`config.mk`:
```
export PLATFORM = sky130hd
export DESIGN_NAME = scene_sequencer
export DESIGN_NICKNAME = d
export VERILOG_FILES = /design/src/rtl/scene_sequencer.sv
export SDC_FILE = /design/constraint.sdc
export NUM_CORES = 1
export LEC_CHECK = 0
export CELL_PAD_IN_SITES_DETAIL_PLACEMENT = 1
export CELL_PAD_IN_SITES_GLOBAL_PLACEMENT = 1
export CORE_ASPECT_RATIO = 0.9
export CORE_MARGIN = 2
export CORE_UTILIZATION = 40
export DETAILED_ROUTE_END_ITERATION = 10
export HOLD_SLACK_MARGIN = 0.1
export PLACE_DENSITY_LB_ADDON = 0.1
export SLEW_MARGIN = 30
export SYNTH_ARGS = -nofsm -noshare
export SYNTH_HDL_FRONTEND = slang
export SYNTH_SLANG_ARGS = --single-unit
```
`constraint.sdc`:
```
create_clock -name clk -period 2.6 [get_ports clk]
set_input_delay 0.39 -clock clk [delete_from_list [all_inputs] [get_ports clk]]
set_output_delay 0.39 -clock clk [all_outputs]
set_load 0.05 [all_outputs]
```
`src/rtl/scene_sequencer.sv`:
```
// Background scene sequencer for a test-pattern generator.
// Steps through NUM_SCENES background scenes, holding each for
// FRAMES_PER_SCENE frames, with manual advance, hold, a per-frame motion
// offset for scrolling scenes and a palette that steps on every full cycle
// through the scene list. All visible state changes only on a frame boundary
// (rising edge of vsync), so outputs are stable for the whole frame.
//
// Inputs vsync, next_req and hold are plain levels synchronous to clk; there
// is no valid/ready handshake on this block.
module scene_sequencer #(
    parameter int FRAMES_PER_SCENE = 120,
    parameter int NUM_SCENES       = 11
) (
    input  logic       clk,
    input  logic       rst_n,
    input  logic       vsync,
    input  logic       next_req,
    input  logic       hold,
    output logic [3:0] scene,
    output logic [5:0] solid_color,
    output logic [9:0] motion,
    output logic       scene_start
);

    // Last dwell count before an automatic advance, and the last scene index.
    localparam logic [9:0] DWELL_LAST = 10'(FRAMES_PER_SCENE - 1);
    localparam logic [3:0] SCENE_LAST = 4'(NUM_SCENES - 1);

    // Palette index to {R,G,B} colour, two bits per channel.
    function automatic logic [5:0] palette_color(input logic [2:0] idx);
        logic [5:0] c;
        case (idx)
            3'd0:    c = 6'b110000;
            3'd1:    c = 6'b001100;
            3'd2:    c = 6'b000011;
            3'd3:    c = 6'b111100;
            3'd4:    c = 6'b110011;
            3'd5:    c = 6'b001111;
            3'd6:    c = 6'b111111;
            default: c = 6'b010101;
        endcase
        return c;
    endfunction

    // Edge-detect history; reset to 1 so a level already high at reset
    // release is not mistaken for a fresh edge.
    logic       vsync_d;
    logic       next_req_d;

    // Internal sequencing state.
    logic       pending;
    logic [9:0] dwell;
    logic [2:0] palette_idx;

    // Next-state values.
    logic       pending_nxt;
    logic [9:0] dwell_nxt;
    logic [2:0] palette_nxt;
    logic [3:0] scene_nxt;
    logic [9:0] motion_nxt;

    // Decoded events for the current cycle.
    logic       frame_tick;
    logic       req_edge;
    logic       dwell_expire;
    logic       advance;

    // Event decode: frame boundary, manual request edge, and whether this
    // boundary moves to the next scene (manual and automatic merge into one).
    always_comb begin
        frame_tick   = vsync & ~vsync_d;
        req_edge     = next_req & ~next_req_d;
        dwell_expire = frame_tick & ~hold & (dwell == DWELL_LAST);
        advance      = frame_tick & (pending | dwell_expire);
    end

    // Next-state computation for scene, dwell, motion, palette and pending.
    always_comb begin
        scene_nxt   = scene;
        dwell_nxt   = dwell;
        motion_nxt  = motion;
        palette_nxt = palette_idx;

        if (frame_tick) begin
            motion_nxt = motion + 10'd1;
            if (!hold) begin
                dwell_nxt = dwell_expire ? 10'd0 : dwell + 10'd1;
            end
            if (advance) begin
                dwell_nxt  = 10'd0;
                motion_nxt = 10'd0;
                if (scene == SCENE_LAST) begin
                    scene_nxt   = 4'd0;
                    palette_nxt = palette_idx + 3'd1;
                end else begin
                    scene_nxt = scene + 4'd1;
                end
            end
        end

        // A tick consumes the request that was already waiting; an edge in
        // the same cycle survives to be served by the following tick.
        pending_nxt = req_edge | (pending & ~frame_tick);
    end

    // Edge-detect history registers.
    always_ff @(posedge clk) begin
        if (!rst_n) begin
            vsync_d    <= 1'b1;
            next_req_d <= 1'b1;
        end else begin
            vsync_d    <= vsync;
            next_req_d <= next_req;
        end
    end

    // Sequencing state and registered outputs; reset discards any pending
    // request and overrides a coincident tick.
    always_ff @(posedge clk) begin
        if (!rst_n) begin
            scene       <= 4'd0;
            dwell       <= 10'd0;
            motion      <= 10'd0;
            palette_idx <= 3'd0;
            solid_color <= 6'b110000;
            pending     <= 1'b0;
            scene_start <= 1'b0;
        end else begin
            scene       <= scene_nxt;
            dwell       <= dwell_nxt;
            motion      <= motion_nxt;
            palette_idx <= palette_nxt;
            solid_color <= palette_color(palette_nxt);
            pending     <= pending_nxt;
            scene_start <= advance;
        end
    end

endmodule

```
# Yosys cells after proc, flatten, opt, wreduce, memory -nomap -nowiden
# Index checks and enable logic that the tools add are counted.
# word_totals
ff_bits	37
inputBits	5
out_inout_bits	21
word_cells	46
# op_classes
add_sub_neg	4
eq_ne	9
mux	9
bitwise	12
n_reduce_logical	3
# ops
op	count
$pmux W6 S7	1
$mux W10	4
$add A10 B1 Y10 const B	2
$eq A10 B7 Y1 const B	1
$eq A3 B3 Y1 const B	3
$mux W3	3
$and A1 B1 Y1	6
$eq A3 B2 Y1 const B	2
$add A4 B1 Y4 const B	1
$eq A4 B4 Y1 const B	1
$mux W4	1
$not A1 Y1	4
$reduce_and A2 Y1	2
$add A3 B1 Y3 const B	1
$eq A3 B1 Y1 const B	1
$logic_not A3 Y1	1
$ne A2 B1 Y1 const B	1
$or A1 B1 Y1	2

# Longest topological paths before layout
# Gate-level depths: netlist of run 1.
# logic_depth
word_depth	10
depth_mapped	7
depth_no_buf	7

# Worst setup path after synthesis of run 1
# No wires, ideal clock.
# synth_timing
path_kind	register to register
startpoint	register scene[3]
endpoint	register solid_color[3]
setup_time_ps	122
arrival_ps	1895
t_required_ps	2478
slack_ps	584
stages_incl_launch_ff	7
path_buffers	0
period_less_slack_ps	2016
cell_sequence	dfxtp_1 > and2b_1 > nand4_4 > nor2_4 > mux2i_1 > o21ai_1 > nor3b_2
# synth_between
elab_chain_len	6
elab_cells_between_ends	12
classes_between	eq/ne (7); mux (4); reduce/logical (1)
# synth_lines
item	line	text
start, declared	19	output logic [3:0] scene,
start signal, assigned	129	scene <= scene_nxt;
$eq A4 B4 Y1 *	92	if (scene == SCENE_LAST) begin
$mux W3 *	92	
$mux W3 *	89	if (advance) begin
$mux W3 *	84	if (frame_tick) begin
$eq A3 B3 Y1, or another cell as far along	32	case (idx)
$pmux W6 S7 *	32	
end signal, assigned	133	solid_color <= palette_color(palette_nxt);
end, declared	20	output logic [5:0] solid_color,
# Every way passes the cells marked *; elsewhere a longest branch is shown, timed or not.
# A chain may end at the register's enable or synchronous reset.

# Worst setup path in the final report of run 1
# layout_timing
startpoint	input port vsync
endpoint	register solid_color[3]
# layout_between
elab_chain_len	9
elab_cells_between_ends	15
classes_between	eq/ne (6); mux (3); bitwise (5); reduce/logical (1)
# layout_lines
item	line	text
start, declared	16	input logic vsync,
$and A1 B1 Y1 *	71	frame_tick = vsync & ~vsync_d;
$and A1 B1 Y1 (2 in series)	73	dwell_expire = frame_tick & ~hold & (dwell == DWELL_LAST);
$or A1 B1 Y1	74	advance = frame_tick & (pending | dwell_expire);
$and A1 B1 Y1	74	
$mux W3	89	
$mux W3 *	84	
$eq A3 B3 Y1, or another cell as far along	32	
$pmux W6 S7 *	32	
# Marks and branches as above.

==> results.cfg, run 1 <==
[cts]
cts-hold-fix-buffers = 0
cts_tree = built
clkLatencyLatePin_ns = 0.29
h-tree-depth = 2
clkTransAtPathRegs_ns = 0.07
cts_made_buffers = 5
cts_root_buf = clkbuf_8
cts_resized = 0
cts_setup_buffers = 0
cts_buffer_depth = 2
cts_num_sinks = 37

[floorplanning]
initial_core_util_pct = 41.10
dieHeight_um = 64.96
io_pins = 26
die_w_um = 71.73
die_area_um2 = 4660
std_cell_rows = 22
core_area_um2 = 4019

[grt]
overflow = 0
grt_usage_pct = 18.66
grt_pass1_vias = 1431
grt_pass1_wl_um = 6603
antenna_found_initial = 0
grt_max_degree = 12

[sta]
rsz0062_at_grt = no
period_share_pct = 82.04
setup-tns-final_ns = 0
worst_slew_pin_slew_ns = 0.5131
fmax_mhz = 468.8
fin_crit_ns = 2.133
finalHoldViolations = 0
finClkSkew_ns = 0.004191
relSlewSlack_pct = 65.69
finalSetupViolCount = 0
slew_viol_final = 0
worst_slack_ns = 0.4670

[logic_synthesis]
syn_area_per_cell_um2 = 9.175
synth_cell_types = 42
ys_ff_latch = 37
synth_area_um2 = 1652
async_reset_ff_share_pct = 0
synth_edf_count = 0
ys.warnings.count = 0
ys_seq_area_share_pct = 44.85
ys.flop_type = dfxtp_1
synth_area_leaders = dfxtp_1 45%, nor2_1 5.9%, a21oi_1 4.8%, xor2_1 4.2%, nand2_1 3.9%
synth_common_cells = 37 x dfxtp_1, 26 x nor2_1, 17 x nand2_1
synth_top_cell_by_area = dfxtp_1
synth_cells = 180
syn-num-nets = 188
yosys.area.top_type_share_pct = 44.85
synth_most_common_cell = dfxtp_1

[worst_setup_path]
cp_max_fo = 5
required_ns = 2.78
regToRegStartpoint = dwell[0]
critPathMaxStageDelay_ns = 0.51
crit_path_cell_trace = clkdlybuf4s50_1 -> nor2b_1 -> nand4_4 -> nor2_4 -> mux2i_1 -> o21ai_1 -> nor3b_2
crit_path_start = vsync
worstPathArrival_ns = 2.31
start_kind = input port
worst_setup_path_end_kind = flop
crit_buf_inv = 1
cp_slowest_cell = clkdlybuf4s50_1
critPathKind = in2reg
critPathTopFamily = simple AND/OR/NAND/NOR gates

[finish]
antennaDiodeCount = 0
drive_gt1_share_pct = 10.80
final_cells = 261
fin_area_um2 = 2064
syn_to_final_growth_pct = 25.00
fin_nets = 221

[status]
status = complete, no violations

[detailed_routing]
viasPerCell = 5.387
drt-total-wl_um = 3824
dr.pass1.iters = 4
dr_total_vias = 1406
route.detailed.drc = 0
drtAntennaViolNets = 0
drt_iter0_drc = 52
post_drt_wl_per_cell_um = 14.65

[job]
max-cap-violations = 0

[power_and_ir_drop]
p_leak_nw = 0.7427
ir_worst_vdd_uv = 325.8
powerDensity_nw_per_um2 = 499.2

[placed_design]
placed_area_um2 = 1978
place.gp.congestion = 0.7845
portBuffers = 25
hpwl_um = 2907
dp_cells = 254
dp_slack_ns = 0.1958

[min_path]
hp-class = reg2reg
hold_path.startpoint = motion[8]
-- logic make-up (layout without fill, tap and decap cells) --
| group | after synthesis | after routing | synth area share (%) |
|---|---|---|---|
| buffers and inverters | 8 | 41 | 1.969 |
| XOR/XNOR | 14 | 14 | 8.333 |
| flip-flops | 37 | 37 | 44.85 |
| adder cells (fa/ha/maj) | 3 | 3 | 2.273 |
| AND/OR/NAND/NOR | 86 | 86 | 29.39 |
| multiplexers | 2 | 2 | 1.288 |
| AO/OA/AOI/OAI | 30 | 30 | 11.89 |
-- report_power, final --
| group | switching, mW | leakage (nW) | internal (mW) |
|---|---|---|---|
| Combinational | 0.0305 | 0.399 | 0.0192 |
| Clock | 0.195 | 0.0443 | 0.210 |
| Sequential | 0.00435 | 0.299 | 0.571 |
-- worst min-delay path: cells and delay by family (launching register included) --
| family | cells | cell delay, ns |
|---|---|---|
| and+or+nand+nor | 1 | 0.06 |
| AOI/OAI and AO/OA | 1 | 0.05 |
| DFF | 1 | 0.33 |
-- metrics by stage --
step | utilization (%) | total power, mW | hold slack [ns]
finish | 51.37 | 1.031 | 0.4885
floorplan | - | 0.6152 | 0.4531
global placement | 49.22 | 0.6362 | 0.4654
global route | 51.37 | 1.077 | 0.5286
CTS | 51.37 | 1.047 | 0.4935
detailed placement | 49.22 | 0.6385 | 0.4826
-- worst paths after layout --
kind	end	slack (ns)	cells after the start
min reg2reg	motion[8]	0.49	2
max	solid_color[3]	0.47	7
min	motion[8]	0.49	2
max reg2reg	solid_color[3]	0.57	7
-- placed cells by master, fill, tap and decap left out, types with 3 or more instances in the layout --
| cell type | instances |
|---|---|
| a21oi_1 | 16 |
| o21ai_0 | 3 |
| dfxtp_1 | 37 |
| nor2b_1 | 4 |
| nand3_1 | 9 |
| xnor2_1 | 4 |
| nand2b_1 | 5 |
| xor2_1 | 8 |
| and3_1 | 3 |
| nor3_1 | 4 |
| inv_1 | 4 |
| clkdlybuf4s50_1 | 25 |
| nand2_1 | 17 |
| ha_1 | 3 |
| nor2_1 | 26 |
| buf_4 | 4 |
| clkbuf_8 | 6 |
-- flip-flops by register name, summed over array words and instances (netlist names) --
name	cells
next_req_d	1
solid_color	6
vsync_d	1
motion	10
pending	1
dwell	10
scene	4
scene_start	1
palette_idx	3
-- area by class of cell --
cell class	instances	area, µm²
Fill cell	478	1954
Multi-Input combinational cell	135	878.3
Sequential cell	37	740.7
Timing Repair Buffer	29	280.3
Clock buffer	7	86.33
Tap cell	48	60.06
Inverter	5	18.77
-- metal layers --
metal	routed length (µm)	GRT usage (%)
met2	1867	31.60
met3	127	4.355
met5	0	0
met1	1751	22.04
met4	78	9.198
(Power assumes the default switching activity.)
==> inputs of run 2 (changes only) <==
- CORE_UTILIZATION: 40 -> 36
- clock period: 2.6 -> 1.8 ns (I/O delays scaled with it)
==> run 2 against run 1 <==
Sequential share of layout area decreased by 4.2 points. Via count increased by 4.0%. Hold slack worse by 0.15 ns. Setup slack got worse by 0.43 ns.
==> results.cfg, run 2 (synthesized netlist as in run 1, its figures left out) <==
[status]
status = complete, no violations

[floorplanning]
io_pins = 26
die_area_um2 = 5146
core_area_um2 = 4432
initial_core_util_pct = 37.27
dieHeight_um = 68.26
std_cell_rows = 23
die_w_um = 75.40

[grt]
grt_pass1_wl_um = 7010
antenna_found_initial = 0
overflow = 0
grt_usage_pct = 18.45
grt_pass1_vias = 1517
grt_max_degree = 12

[worst_setup_path]
r2r_setup_slack_ns = 0.03
worstPathArrival_ns = 1.99
required_ns = 2.02
worst_r2r_endpoint = solid_color[4]
cp_max_fo = 4
rr_worst_depth = 6
worst_setup_path_end_kind = flop
critPathKind = reg2reg
regToRegStartpoint = dwell[7]
start_kind = flop

[detailed_routing]
route.detailed.drc = 0
viasPerCell = 4.857
dr.pass1.iters = 4
wl_met1_um = 1901
drtAntennaViolNets = 0
wl_met2_um = 2129
drt_iter0_drc = 33
dr_total_vias = 1462
met3_length_um = 129
post_drt_wl_per_cell_um = 14.09
drt-total-wl_um = 4242
topRoutingLayerUsed = met4

[min_path]
hp-class = in2reg
hold_path_end = vsync_d
hold_path.startpoint = vsync
min_path_cells = 3

[sta]
period_share_pct = 98.15
finalHoldWorstSlack_ns = 0.3374
fin_crit_ns = 1.767
fmax_mhz = 566.0
finalHoldViolations = 0
rsz0062_at_grt = yes
finClkSkew_ns = 0.004451
worst_slew_pin_slew_ns = 0.5127
worst_slack_ns = 0.03334
finalSetupViolCount = 0
slew_viol_final = 0
relSlewSlack_pct = 65.56

[cts]
cts_buffer_depth = 2
h-tree-depth = 2
cts-hold-fix-buffers = 0
cts_tree = built
cts_num_sinks = 37
cts_root_buf = clkbuf_8
cts_made_buffers = 5
clkTransAtPathRegs_ns = 0.07
clkLatencyLatePin_ns = 0.29

[finish]
syn_to_final_growth_pct = 43.26
drive_gt1_share_pct = 28.87
post-route-util_pct = 53.39
fin_nets = 246
antennaDiodeCount = 0
final_common_cell = buf_4
final_cells = 301
reg_top3 = dwell: 10 flops, motion: 10 flops, solid_color: 6 flops
fillers = 542
fin_area_um2 = 2366
layout_common_cells = 33 x buf_4, 30 x dfxtp_1, 26 x nor2_1

[placed_design]
placed_area_um2 = 2157
dp_slack_ns = -0.3589
portBuffers = 25
hpwl_um = 3149
place.gp.congestion = 0.7938
dp_cells = 290

[power_and_ir_drop]
ir_worst_vdd_uv = 372.1
powerDensity_nw_per_um2 = 659.3
p_leak_nw = 0.9877

[job]
max-cap-violations = 0
[run 2: cell types whose count changed in the layout (fill, tap and decap cells not counted), sizes merged]
cell	delta
buf	+30
clkinv	+1
dlymetal6s2s	+5
clkdlybuf4s50	-10
[run 2: per-layer routing]
layer,vias up,global-route usage [%]
met5,-,0
met3,7,3.682
met2,25,31.09
li1,735,-
met1,695,22.28
met4,0,9.211
[run 2: worst max-delay path by stage]
stage	from	endpoint	slack (ns)
global route	dwell[7]	solid_color[1]	-0.04
global placement	vsync	solid_color[4]	-0.30
finish	dwell[7]	solid_color[4]	0.03
CTS	dwell[3]	solid_color[1]	0.002
detailed placement	vsync	solid_color[4]	-0.36
floorplan	scene[3]	solid_color[4]	0.02
[run 2: critical path: stages, from the launching register on]
cell and delay [ns]:
dfxtp_2 0.32, and4bb_4 0.36, a31oi_4 0.13, nor2_4 0.23, mux2_4 0.34, and4_4 0.19
a31oi_2 0.13
[run 2: area by class of cell]
class                   instances  area [µm²]  share of cell area [%]
clock buffers                   7       96.34                   4.072
clock inverters                 1       5.005                  0.2115
inverters                       5       18.77                  0.7932
multi-input cells             135       947.2                   40.03
flip-flops and latches         37       749.5                   31.68
well taps                      62       77.57                   3.279
repair buffers                 54       471.7                   19.94
[run 2: power by group]
group | switching (mW) | leakage [nW] | internal [mW]
Clock | 0.294 | 0.0542 | 0.346
Sequential | 0.00655 | 0.303 | 0.825
Combinational | 0.0484 | 0.631 | 0.0399
Total | 0.349 | 0.988 | 1.21
[run 2: metrics by stage]
step	power (mW)	TNS, ns
2_1_floorplan	0.8886	0
3_3_place_gp	0.9318	-3.592
3_5_place_dp	0.9351	-5.187
4_1_cts	1.580	0
5_1_grt	1.623	-0.08148
6_report	1.560	0
[run 2: timing repair]
item,in CTS,in global routing
gates resized for setup,9,12
buffers inserted,1,2
setup endpoints to repair,5,11
pin swaps,3,3
endpoints found under the hold margin,0,0
==> inputs of run 3 (changes only) <==
- CORE_ASPECT_RATIO: 0.9 -> 2
==> run 3 against run 2 <==
The run now ends with setup timing left. Largest cell class unchanged. Non-clock buffer count up 2. Global-route usage up 2.3 points. Total power decreased by 2.9%. Via count grew 3.0%. Design area fell by 1.6%. Setup slack worse by 0.040 ns. Combinational power is 2% lower. Routed wire length up 12%. Maximum frequency decreased by 2.2%. Sequential cell count stayed put.
==> results.cfg, run 3 (synthesized netlist as in run 1, its figures left out) <==
[status]
status = complete, but fails checks
violations = setup timing

[sta]
finalHoldViolations = 0
fmax_mhz = 553.6
rsz0062_at_grt = yes
finalHoldWorstSlack_ns = 0.4874
worst_slew_pin_slew_ns = 0.5029
finClkSkew_ns = 0.003409
relSlewSlack_pct = 66.37
slew_viol_final = 0
worst_slack_ns = -0.006434
period_share_pct = 100.4
finalSetupViolCount = 2
fin_crit_ns = 1.806

[worst_setup_path]
worst_r2r_endpoint = solid_color[4]
cp_slowest_cell = and4bb_4
worstPathArrival_ns = 2.03
critPathMaxStageDelay_ns = 0.36
r2r_setup_slack_ns = -0.006
critPathKind = reg2reg
worstSetupEndpoint = solid_color[4]
cp_max_fo = 4
start_kind = flop
crit_path_start = dwell[3]
required_ns = 2.02
rr_worst_depth = 6
worst_setup_path_end_kind = flop
regToRegStartpoint = dwell[3]
crit_path_cell_trace = and4bb_4 -> a31oi_4 -> nor2_4 -> mux2_4 -> and4_4 -> a31oi_2

[grt]
grt_pass1_vias = 1676
gr-usage-met2_pct = 41.19
busiest_layer = met2
grt_usage_pct = 20.78
grt_use_met1_pct = 18.10
grt_pass1_wl_um = 7866
overflow = 0
antenna_found_initial = 0
grt_max_degree = 14
met3_usage_pct = 3.274

[placed_design]
hpwl_um = 3665
portBuffers = 25
dp_cells = 284
place.gp.congestion = 0.9273

[cts]
cts_tree = built
cts_root_buf = clkbuf_8
cts_num_sinks = 37
cts_made_buffers = 5
cts-hold-fix-buffers = 0
h-tree-depth = 2
cts_buffer_depth = 2
clkLatencyLatePin_ns = 0.29
clkTransAtPathRegs_ns = 0.07

[min_path]
hp-class = reg2reg

[finish]
final_cells = 294
drive_gt1_share_pct = 33.33
post-route-util_pct = 53.14
fin_nets = 248
syn_to_final_growth_pct = 40.98
antennaDiodeCount = 0
reg_top3 = dwell: 10 flops, motion: 10 flops, solid_color: 6 flops
layout_common_cells = 42 x buf_4, 28 x dfxtp_1, 24 x nor2_1
final_common_cell = buf_4

[floorplanning]
dieHeight_um = 99.79
die_w_um = 51.90
std_cell_rows = 34
io_pins = 26
core_area_um2 = 4382
die_area_um2 = 5179
initial_core_util_pct = 37.69

[detailed_routing]
post_drt_wl_per_cell_um = 16.12
route.detailed.drc = 0
dr.pass1.iters = 4
drt_iter0_drc = 16
viasPerCell = 5.122
drt-total-wl_um = 4740
drtAntennaViolNets = 0
dr_total_vias = 1506

[job]
max-cap-violations = 0

[power_and_ir_drop]
powerDensity_nw_per_um2 = 650.3
ir_worst_vdd_uv = 556.7
p_leak_nw = 0.9377
run 3: layout make-up:
class	count	area, µm²
repair buffers	56	460.4
clock buffers	7	86.33
multi-input cells	135	943.4
flip-flops and latches	37	752.0
fillers	524	2053
inverters	5	18.77
well taps	54	67.56
run 3: per-stage QoR:
step                power [mW]  setup TNS (ns)  setup WS [ns]  cell area [µm²]
CTS                      1.533        -0.03375       -0.01481             2293
detailed placement      0.9337          -6.482        -0.4214             2147
floorplan               0.8886               0        0.01803             1660
finish                   1.514       -0.007712      -0.006434             2328
global route             1.566         -0.2934       -0.08788             2328
global placement        0.9295          -5.806        -0.3517             2147
run 3: worst min path at each step:
stage / from / end / cells past startpoint
after floorplan: rst_n / next_req_d / 1
after global placement: motion[8] / motion[8] / 2
after detailed placement: motion[8] / motion[8] / 2
after CTS: motion[8] / motion[8] / 2
after global routing: dwell[7] / dwell[7] / 1
final: motion[8] / motion[8] / 2
run 3: worst max-delay path, delay by kind of cell, from the launching register on:
| family | cells | cell delay (ns) |
|---|---|---|
| AO/OA/AOI/OAI | 2 | 0.28 |
| flip-flops | 1 | 0.33 |
| AND/OR/NAND/NOR | 3 | 0.76 |
| multiplexers | 1 | 0.35 |
run 3: timing repair:
| action | in CTS | in global routing |
|---|---|---|
| endpoints found under the setup margin | 6 | 10 |
| buffers inserted | 1 | 2 |
| pin swaps | 8 | 5 |
| resized for setup | 13 | 8 |
run 3: where the power goes:
part / leakage [nW] / switching [mW] / internal (mW) / total [mW]
logic: 0.590 / 0.0496 / 0.0373 / 0.0868
registers: 0.304 / 0.00621 / 0.825 / 0.831
clock network: 0.0443 / 0.293 / 0.304 / 0.596
run 3: metal layers:
layer,part of all wire [%],up-vias
li1,-,733
met1,33,733
met2,61,25
met3,2.3,15
met4,3.6,0
met5,0,-
